**src/rtl/csa_resolve_178_pkg.sv**
```systemverilog
// csa_pkg: shared constants and types for the csa_resolve_178 carry-propagate
// resolver.
//   WIDTH   operand/result width
//   CHUNK   bits resolved per cycle
//   NCHUNK  cycles per operation, ceil(WIDTH/CHUNK)
//   LAST_W  width of the partial top chunk
//   KW      chunk counter width
//   state_t resolver FSM states
package csa_pkg;

  localparam int WIDTH = 178;
  localparam int CHUNK = 32;

  function automatic int ceil_div(input int num, input int den);
    return (num + den - 1) / den;
  endfunction

  localparam int NCHUNK = ceil_div(WIDTH, CHUNK);
  localparam int LAST_W = WIDTH - (NCHUNK - 1) * CHUNK;
  localparam int KW     = $clog2(NCHUNK);

  typedef enum logic [1:0] {
    IDLE = 2'd0,
    BUSY = 2'd1,
    DONE = 2'd2
  } state_t;

endpackage

```
**src/rtl/csa_resolve_178_cpa_chunk.sv**
```systemverilog
// cpa_chunk: combinational CHUNK-bit ripple adder with carry in/out.
//   a, b  addend chunks
//   cin   carry in
//   sum   CHUNK-bit sum
//   cout  carry out of bit CHUNK-1
module cpa_chunk
  import csa_pkg::*;
(
  input  logic [CHUNK-1:0] a,
  input  logic [CHUNK-1:0] b,
  input  logic             cin,
  output logic [CHUNK-1:0] sum,
  output logic             cout
);

  logic [CHUNK:0] full;

  assign full        = {1'b0, a} + {1'b0, b} + {{CHUNK{1'b0}}, cin};
  assign {cout, sum} = full;

endmodule

```
**src/rtl/csa_resolve_178.sv**
```systemverilog
// csa_resolve_178: sequential carry-propagate resolver. Converts a carry-save
// pair (c, s) into the binary value c + s, CHUNK bits per cycle, using a single
// chunk adder and a registered carry.
//   clk, rst             clock, synchronous active-high reset
//   in_valid, in_ready   operand handshake (in_ready only in IDLE)
//   c, s                 carry and sum vectors, WIDTH bits
//   out_valid, out_ready result handshake (out_valid only in DONE)
//   sum                  (c + s) mod 2^WIDTH
//   ovf                  bit WIDTH of c + s
module csa_resolve_178
  import csa_pkg::*;
(
  input  logic             clk,
  input  logic             rst,
  input  logic             in_valid,
  output logic             in_ready,
  input  logic [WIDTH-1:0] c,
  input  logic [WIDTH-1:0] s,
  output logic             out_valid,
  input  logic             out_ready,
  output logic [WIDTH-1:0] sum,
  output logic             ovf
);

  localparam int PADW = NCHUNK * CHUNK - WIDTH;

  state_t           state_q, state_d;
  logic [KW-1:0]    k_q;
  logic             carry_q;
  logic [WIDTH-1:0] c_q, s_q;
  logic [WIDTH-1:0] sum_q;
  logic             ovf_q;

  logic [NCHUNK*CHUNK-1:0] c_pad, s_pad;
  logic [CHUNK-1:0]        a_k, b_k, chunk_sum;
  logic                    chunk_cout, chunk_carry, last;
  logic                    accept;

  // Zero-extend the operands so the top chunk reads as a full CHUNK-bit word.
  assign c_pad = {{PADW{1'b0}}, c_q};
  assign s_pad = {{PADW{1'b0}}, s_q};
  assign last  = (k_q == KW'(NCHUNK - 1));

  always_comb begin
    a_k = '0;
    b_k = '0;
    for (int i = 0; i < NCHUNK; i++) begin
      if (k_q == KW'(i)) begin
        a_k = c_pad[i*CHUNK +: CHUNK];
        b_k = s_pad[i*CHUNK +: CHUNK];
      end
    end
  end

  cpa_chunk u_chunk (
    .a    (a_k),
    .b    (b_k),
    .cin  (carry_q),
    .sum  (chunk_sum),
    .cout (chunk_cout)
  );

  // With zero-extended inputs, the carry out of the partial top chunk lands
  // in bit LAST_W of the chunk sum rather than in the adder's cout.
  assign chunk_carry = last ? chunk_sum[LAST_W] : chunk_cout;

  always_comb begin
    state_d   = state_q;
    in_ready  = 1'b0;
    out_valid = 1'b0;
    accept    = 1'b0;
    case (state_q)
      IDLE: begin
        in_ready = 1'b1;
        if (in_valid) begin
          accept  = 1'b1;
          state_d = BUSY;
        end
      end
      BUSY: begin
        if (last) state_d = DONE;
      end
      DONE: begin
        out_valid = 1'b1;
        if (out_ready) state_d = IDLE;
      end
      default: state_d = IDLE;
    endcase
  end

  always_ff @(posedge clk) begin
    if (rst) begin
      state_q <= IDLE;
      k_q     <= '0;
      carry_q <= 1'b0;
      sum_q   <= '0;
      ovf_q   <= 1'b0;
    end else begin
      state_q <= state_d;
      if (accept) begin
        k_q     <= '0;
        carry_q <= 1'b0;
        ovf_q   <= 1'b0;
      end else if (state_q == BUSY) begin
        for (int i = 0; i < NCHUNK - 1; i++) begin
          if (k_q == KW'(i)) sum_q[i*CHUNK +: CHUNK] <= chunk_sum;
        end
        if (last) begin
          sum_q[WIDTH-1 -: LAST_W] <= chunk_sum[LAST_W-1:0];
          ovf_q                    <= chunk_carry;
          k_q                      <= '0;
          carry_q                  <= 1'b0;
        end else begin
          carry_q <= chunk_carry;
          k_q     <= k_q + 1'b1;
        end
      end
    end
  end

  // Operand capture: data only, no reset needed.
  always_ff @(posedge clk) begin
    if (accept) begin
      c_q <= c;
      s_q <= s;
    end
  end

  assign sum = sum_q;
  assign ovf = ovf_q;

endmodule

```
**config.mk**
```make
export PLATFORM = sky130hd
export DESIGN_NAME = csa_resolve_178
export DESIGN_NICKNAME = d
export VERILOG_FILES = /design/src/rtl/csa_resolve_178_pkg.sv /design/src/rtl/csa_resolve_178_cpa_chunk.sv /design/src/rtl/csa_resolve_178.sv
export SDC_FILE = /design/constraint.sdc
export NUM_CORES = 1
export LEC_CHECK = 0
export CORE_UTILIZATION = 45
export DETAILED_ROUTE_END_ITERATION = 8
export DONT_BUFFER_PORTS = 1
export PLACE_DENSITY = 0.68
export REMOVE_ABC_BUFFERS = 1
export SYNTH_ARGS = -nofsm -noshare
export SYNTH_HDL_FRONTEND = slang
export SYNTH_HIERARCHICAL = 1
export SYNTH_SLANG_ARGS = --single-unit
```
**constraint.sdc**
```tcl
create_clock -name clk -period 11.3 [get_ports clk]
set_input_delay 1.13 -clock clk [delete_from_list [all_inputs] [get_ports clk]]
set_output_delay 1.13 -clock clk [all_outputs]
set_load 0.05 [all_outputs]
```
==> summary.md, run 1 <==
| Metric | Value |
|---|---|
| IO Pins | `541` |
| Synth Instances | `1,951` |
| Seq pwr share | `50.0%` |
| Share of cells above drive strength 1 | `6.73%` |
| Post-CTS Setup Bufs | `0` |
| Drt first pass iters | `6` |
| Main area contributors after synthesis | `edfxtp_1 (48%), dfxtp_1 (17%), nand2_1 (6.8%), a21oi_1 (6.1%), mux2i_1 (2.9%)` |
| EDFF count, synth | `356` |
| Global-route usage over all layers | `24.4%` |
| Fmax | `163 MHz` |
| Total Wirelength | `64,900 um` |
| WS Path Type | `reg -> reg` |
| Period utilization | `54.3%` |
| Die Height | `225 um` |
| Sw frac | `27.3%` |
| Detailed Place HPWL | `44,200 um` |
| Combinational group share of total power | `11.9%` |
| GRT overflow | `0` |
| Area after DPL | `22,700 um^2` |
| Top-count cell post-synth | `nand2_1` |
| Min cycle time layout | `6.14 ns` |
| Critical path's slowest cell | `nor2_2` |
| Max VDD drop | `0.162 mV` |
| Async S/R FF share, synth | `0%` |
| Vias per cell | `5.84` |
| Register area share after synthesis | `64.2%` |
| Pint | `3400 uW` |
| Drt wl/cell | `24.7 um` |
| Synth Warn # | `6` |
| Synth-to-Final Area Change | `9.50%` |
| Leak Pwr | `0.00801 uW` |
| Status | `finished, final reports clean` |
| Post-synthesis sequential element count | `541` |
| CTS Hold Buffers Added | `0` |
| Clk_lat worst skew | `0.61 ns` |
| Longest Clk Path Bufs | `3` |
| Clock buffer count from CTS | `54` |
| Setup Viol. Count Final | `0` |
| Tightest Pin Transition | `1.32 ns` |
| Psw | `1280 uW` |
| Crit path max-delay family | `simple AND/OR/NAND/NOR gates` |
| Post-Syn Area | `22,400 um^2` |
| Max-cap violations | `0` |
| CP peak stage delay | `1.10 ns` |
| Final hold violation count | `0` |
| Worst-path cell chain | `inv_4 -> nor2_1 -> ha_4 -> buf_4 -> nor2_2 -> a32oi_1 -> a21oi_1 -> ha_1 -> nand2_2 -> nor4b_4 -> inv_2 -> o311a_1 -> or4_1 -> a31oi_1 -> xor2_1 -> nand2_1 -> a21oi_1` |
| Root buffer cell | `clkbuf_16` |
| Largest net degree at the start of global routing | `182` |
| # port buffers | `0` |
| Power Dens Cells | `191 nW/um^2` |
| Clock power share | `38.2%` |
| DRT iter0 DRCs | `1,282` |
| Row cnt | `81` |
| Setup_tns | `0 ns` |
| Vias in the first global route | `14.6k` |
| Clock Sinks | `541` |
| ANT nets after route | `0` |
| Yosys top cell area share | `47.7%` |
| Dpl cells | `2,495` |
| Initial Utilization | `45.7%` |
| Worst-path clk slew | `0.06 ns` |
| Final worst slack | `5.16 ns` |
| Critical Path Most Common Cell | `a21oi_1` |
| Htree depth | `2` |
| Area leader, netlist | `edfxtp_1` |
| Routability congestion estimate | `0.872` |
| Dominant synthesized flop cell | `edfxtp_1` |
| Slew Viols, Final | `0` |
| Cell Count, Final, Fillers Out | `2,624` |
| Die width | `225 um` |
| Post-route cell area | `24,500 um^2` |
| CTS tree | `done` |
| Nets | `2,281` |
| DRC viols | `0` |
| Hold WC Path Type | `reg -> reg` |
| Initial antenna violation count | `27` |
| Critical path peak fanout | `80` |
| CP Data Required Time | `11.81 ns` |
| Hold slack | `0.528 ns` |
| Startpoint types | `flip-flop` |
| CP bufs+invs | `3` |
| Post-synth top cells | `nand2_1 (405), edfxtp_1 (356), a21oi_1 (273)` |
| RSZ-0062 raised after global routing | `false` |
| Max-slew headroom | `12.2%` |
| CTS resizes | `0` |
| Global-route wire length before repair | `91,500 um` |
| Post-place setup slack | `5.24 ns` |
| Avg Inst Size Synth | `11.5 um^2` |
| Vias | `15.3k` |
| Arrival time worst endpoint | `6.65 ns` |
| Distinct cells, synth | `65` |
| Worst setup EP type | `flip-flop` |
| Die Footprint | `50,700 um^2` |
| Core area | `49,100 um^2` |
| Clock Skew | `0.0331 ns` |
-- metal layers --
layer  vias up  share of wire, %  GRT usage, %
li1       6964                 -             -
met4         4               4.2          11.5
met1      7366                37          29.1
met5         -             0.048             0
met3       165                10          7.78
met2       818                48          40.1
-- per-stage QoR --
step | total power (uW) | util (%)
after floorplan | 2750 | -
after global placement | 2910 | 46.3
after detailed placement | 2920 | 46.3
after CTS | 4690 | 49.9
after global routing | 4830 | 50.0
final | 4680 | 50.0
-- cell families after synthesis --
family          after synthesis  share of synthesized area, %
compound gates              505                          14.4
fa+ha+maj                    34                          1.97
simple gates                626                          11.9
xor+xnor                     30                          1.17
flops                       541                          64.2
buf+inv                     149                          3.36
mux                          66                          2.95
-- worst min-delay path: cells and delay by family (launching register included) --
| family | cells | cell delay [ns] |
|---|---|---|
| AO/OA/AOI/OAI | 1 | 0.05 |
| flip-flops | 1 | 0.35 |
| AND/OR/NAND/NOR | 1 | 0.08 |
-- power by group through the flow --
stage	clock network [uW]	registers, uW	logic (uW)
finish	1790	2340	555
detailed placement	0	2380	546
CTS	1810	2340	548
global placement	0	2380	538
global route	1880	2350	597
floorplan	0	2390	360
-- layout by cell type, fill, tap and decap left out, types with 7 or more instances in the layout --
cell type / count
ha_1: 31
clkbuf_16: 54
inv_1: 7
nor3b_1: 37
o21bai_1: 41
xnor2_1: 15
a21oi_1: 273
nand4_1: 7
dfxtp_1: 183
mux2i_1: 66
clkinv_1: 11
xor2_1: 15
diode_2: 27
a2111oi_0: 30
nand2_1: 405
a211oi_1: 34
a21o_1: 44
edfxtp_1: 356
buf_4: 18
a32oi_1: 28
o21ai_0: 10
nand3_1: 9
clkbuf_1: 13
nor2_1: 127
-- path summary, 6_finish.rpt --
| path | depth (start not counted) | startpoint | endpoint | slack, ns |
|---|---|---|---|---|
| setup / recovery | 17 | k_q[0] | sum[61] | 5.16 |
| hold / removal | 2 | carry_q | carry_q | 0.53 |
| setup reg to reg | 17 | k_q[0] | sum[61] | 5.16 |
| hold reg to reg | 2 | carry_q | carry_q | 0.53 |
-- state kept, by name (all words and copies together), names as in the netlist --
register and flops:
k_q 3, c_q 178, s_q 178, ovf 1, carry_q 1, sum 178
state_q 2
-- area by class of cell --
cell class / count / area (um^2)
fillers: 4302 / 24500
flip-flops and latches: 541 / 14400
multi-input cells: 1261 / 7300
clock buffers: 70 / 1440
well taps: 664 / 831
clock inverters: 32 / 315
repair buffers: 18 / 135
diodes: 27 / 67.6
inverters: 11 / 43.8
(Power assumes the default switching activity.)
==> run 2: changes to the inputs <==
--- a/config.mk
+++ b/config.mk
@@ -8,7 +8,7 @@
 export CORE_UTILIZATION = 45
 export DETAILED_ROUTE_END_ITERATION = 8
 export DONT_BUFFER_PORTS = 1
-export PLACE_DENSITY = 0.68
+export PLACE_DENSITY = 0.7
 export REMOVE_ABC_BUFFERS = 1
 export SYNTH_ARGS = -nofsm -noshare
 export SYNTH_HDL_FRONTEND = slang
==> constraint.sdc (replaced) <==
create_clock -name clk -period 5.52 [get_ports clk]
set_input_delay 0.552 -clock clk [delete_from_list [all_inputs] [get_ports clk]]
set_output_delay 0.552 -clock clk [all_outputs]
set_load 0.05 [all_outputs]
==> run 2 against run 1 <==
  * Utilization increased by 4.5 points
  * Die area unchanged
  * Critical path depth decreased by 3
==> summary.md, run 2 (synthesis gave the netlist of run 1 again) <==
| Metric | Value |
|---|---|
| Status | `finished, final reports clean` |
| Drt first pass iters | `8 (+2)` |
| Min cycle time layout | `5.23 ns (-0.910 ns)` |
| Crit path max-delay family | `compound AO/OA/AOI/OAI gates` |
| Final worst slack | `0.290 ns (-4.87 ns)` |
| WHS Path Cells | `1 (-1)` |
| DRT iter0 DRCs | `1,529 (+19%)` |
| IO Pins | `541 (unchanged)` |
| Critical Path Most Common Cell | `a211oi_1` |
| Post-place setup slack | `0.345 ns (-4.90 ns)` |
| # port buffers | `0 (unchanged)` |
| Share of cells above drive strength 1 | `7.13% (+0.41 points)` |
| GRT overflow | `0 (unchanged)` |
| Initial Utilization | `45.7% (unchanged)` |
| Core area | `49,100 um^2 (unchanged)` |
| Hold WC Path Type | `in -> reg` |
| Cell Count, Final, Fillers Out | `2,820 (+7.5%)` |
| Fmax | `191 MHz (+17%)` |
| Setup Viol. Count Final | `0 (unchanged)` |
| Dpl cells | `2,510 (+0.60%)` |
| Arrival time worst endpoint | `5.76 ns (-0.89 ns)` |
| Tightest Pin Transition | `1.33 ns (+0.0127 ns)` |
| Routability congestion estimate | `0.879 (+0.80%)` |
| DRC viols | `0 (unchanged)` |
| Max-slew headroom | `11.2% (-1.0 points)` |
| Nets | `2,491 (+9.2%)` |
| RSZ-0062 raised after global routing | `false` |
| Worst path depth | `14 (-3)` |
| Clock Sinks | `541 (unchanged)` |
| Die Height | `225 um (unchanged)` |
| Max-cap violations | `0 (unchanged)` |
| Global-route wire length before repair | `102,000 um (+11%)` |
| Fillers | `3,967 (-7.8%)` |
| Commonest non-fill, non-tap cell in the layout | `nand2_1` |
| Period utilization | `94.8% (+40 points)` |
| Startpoint types | `flip-flop` |
| Drt wl/cell | `25.3 um (+2.3%)` |
| Reg2Reg Depth | `14 (-3)` |
| Global-route usage over all layers | `27.1% (+2.7 points)` |
| Die Footprint | `50,700 um^2 (unchanged)` |
| Vias per cell | `5.91 (+1.3%)` |
| Critical path peak fanout | `14 (-83%)` |
| Vias in the first global route | `16.4k (+12%)` |
| Htree depth | `2 (unchanged)` |
| Vias | `16.7k (+8.8%)` |
| Worst-path clk slew | `0.06 ns (about the same)` |
| CP peak stage delay | `0.73 ns (-0.37 ns)` |
| Critical path's slowest cell | `a311oi_1` |
| Synth-to-Final Area Change | `19.4%` |
| Die width | `225 um (unchanged)` |
| Row cnt | `81 (unchanged)` |
| Setup_tns | `0 ns (unchanged)` |
| Worst setup EP type | `flip-flop` |
| Total power | `9950 uW (+110%)` |
| Detailed Place HPWL | `45,900 um (+3.8%)` |
| Largest net degree at the start of global routing | `182 (unchanged)` |
| ANT nets after route | `0 (unchanged)` |
| CP bufs+invs | `1 (-2)` |
| Commonest non-fill, non-tap cells in the layout | `nand2_1 (405), edfxtp_1 (356), a21oi_1 (272)` |
| Leak Pwr | `0.00898 uW (+12%)` |
| CP Data Required Time | `6.05 ns (-5.76 ns)` |
| Root buffer cell | `clkbuf_16` |
| Clk_lat worst skew | `0.63 ns (+0.02 ns)` |
| Slew Viols, Final | `0 (unchanged)` |
| WS Path Type | `reg -> reg` |
| Clock Skew | `0.0399 ns (+0.00683 ns)` |
| Clock buffer count from CTS | `56 (+3.7%)` |
| Longest Clk Path Bufs | `3 (unchanged)` |
| Worst-path cell chain | `inv_1 -> ha_4 -> a2111oi_0 -> a211oi_1 -> fa_1 -> a211oi_1 -> o21bai_1 -> o311ai_1 -> nand3_1 -> a311oi_1 -> o21a_1 -> mux2i_1 -> nand2_1 -> a21oi_1` |
| Power Dens Cells | `372 nW/um^2 (+95%)` |
| Initial antenna violation count | `12 (-56%)` |
| Total Wirelength | `71,400 um (+10%)` |
| CTS tree | `done` |
| Max VDD drop | `0.323 mV (+99%)` |
| Final hold violation count | `0 (unchanged)` |
## run 2: changes by cell type in the layout (fill, tap and decap cells not counted), moves of 5 or more
cell / previous run / this run
dlygate4sd3_1: 0 / 193
buf_4: 18 / 27
clkinv_1: 11 / 4
buf_12: 0 / 5
diode_2: 27 / 11
## run 2: metrics by stage
stage	utilization (%)	hold WS [ns]	area, um^2
final	54.5	0.0273	26700
after detailed placement	46.7	0.529	22900
after global routing	54.5	0.00144	26700
after CTS	54.4	0.000876	26700
after global placement	46.7	0.531	22900
after floorplan	-	0.445	21700
## run 2: final cells by class
class                   instances  area [um^2]  area share [%]
diodes                         11         27.5           0.103
clock buffers                  82         1610            6.03
clock inverters                24          275            1.03
inverters                      11         43.8           0.164
multi-input cells            1261         7310            27.3
flip-flops and latches        541        14400            53.8
well taps                     664          831            3.11
repair buffers                226         2250            8.40
## run 2: repair_timing
item,CTS,global route
resized for setup,0,3
hold buffers,193,0
endpoints found under the setup margin,0,13
setup buffers,0,0
hold endpoints to repair,193,0
## run 2: path summary, 6_finish.rpt
| kind | from | endpoint | slack (ns) |
|---|---|---|---|
| setup reg to reg | k_q[2] | sum[31] | 0.29 |
| hold / removal | rst | sum[22] | 0.03 |
| setup / recovery | k_q[2] | sum[31] | 0.29 |
| hold reg to reg | carry_q | carry_q | 0.52 |
## run 2: where the power goes
part / internal [uW] / switching, uW / total, uW
clock: 2230 / 1640 / 3860
sequential: 4540 / 245 / 4790
combinational: 443 / 856 / 1300
## run 2: metal layers
layer	routed length [um]	vias up	GRT usage [%]
met4	2790	4	12.1
met3	6740	194	7.42
met5	27	-	0
met2	35500	999	46.0
met1	26300	8110	32.1
li1	-	7363	-
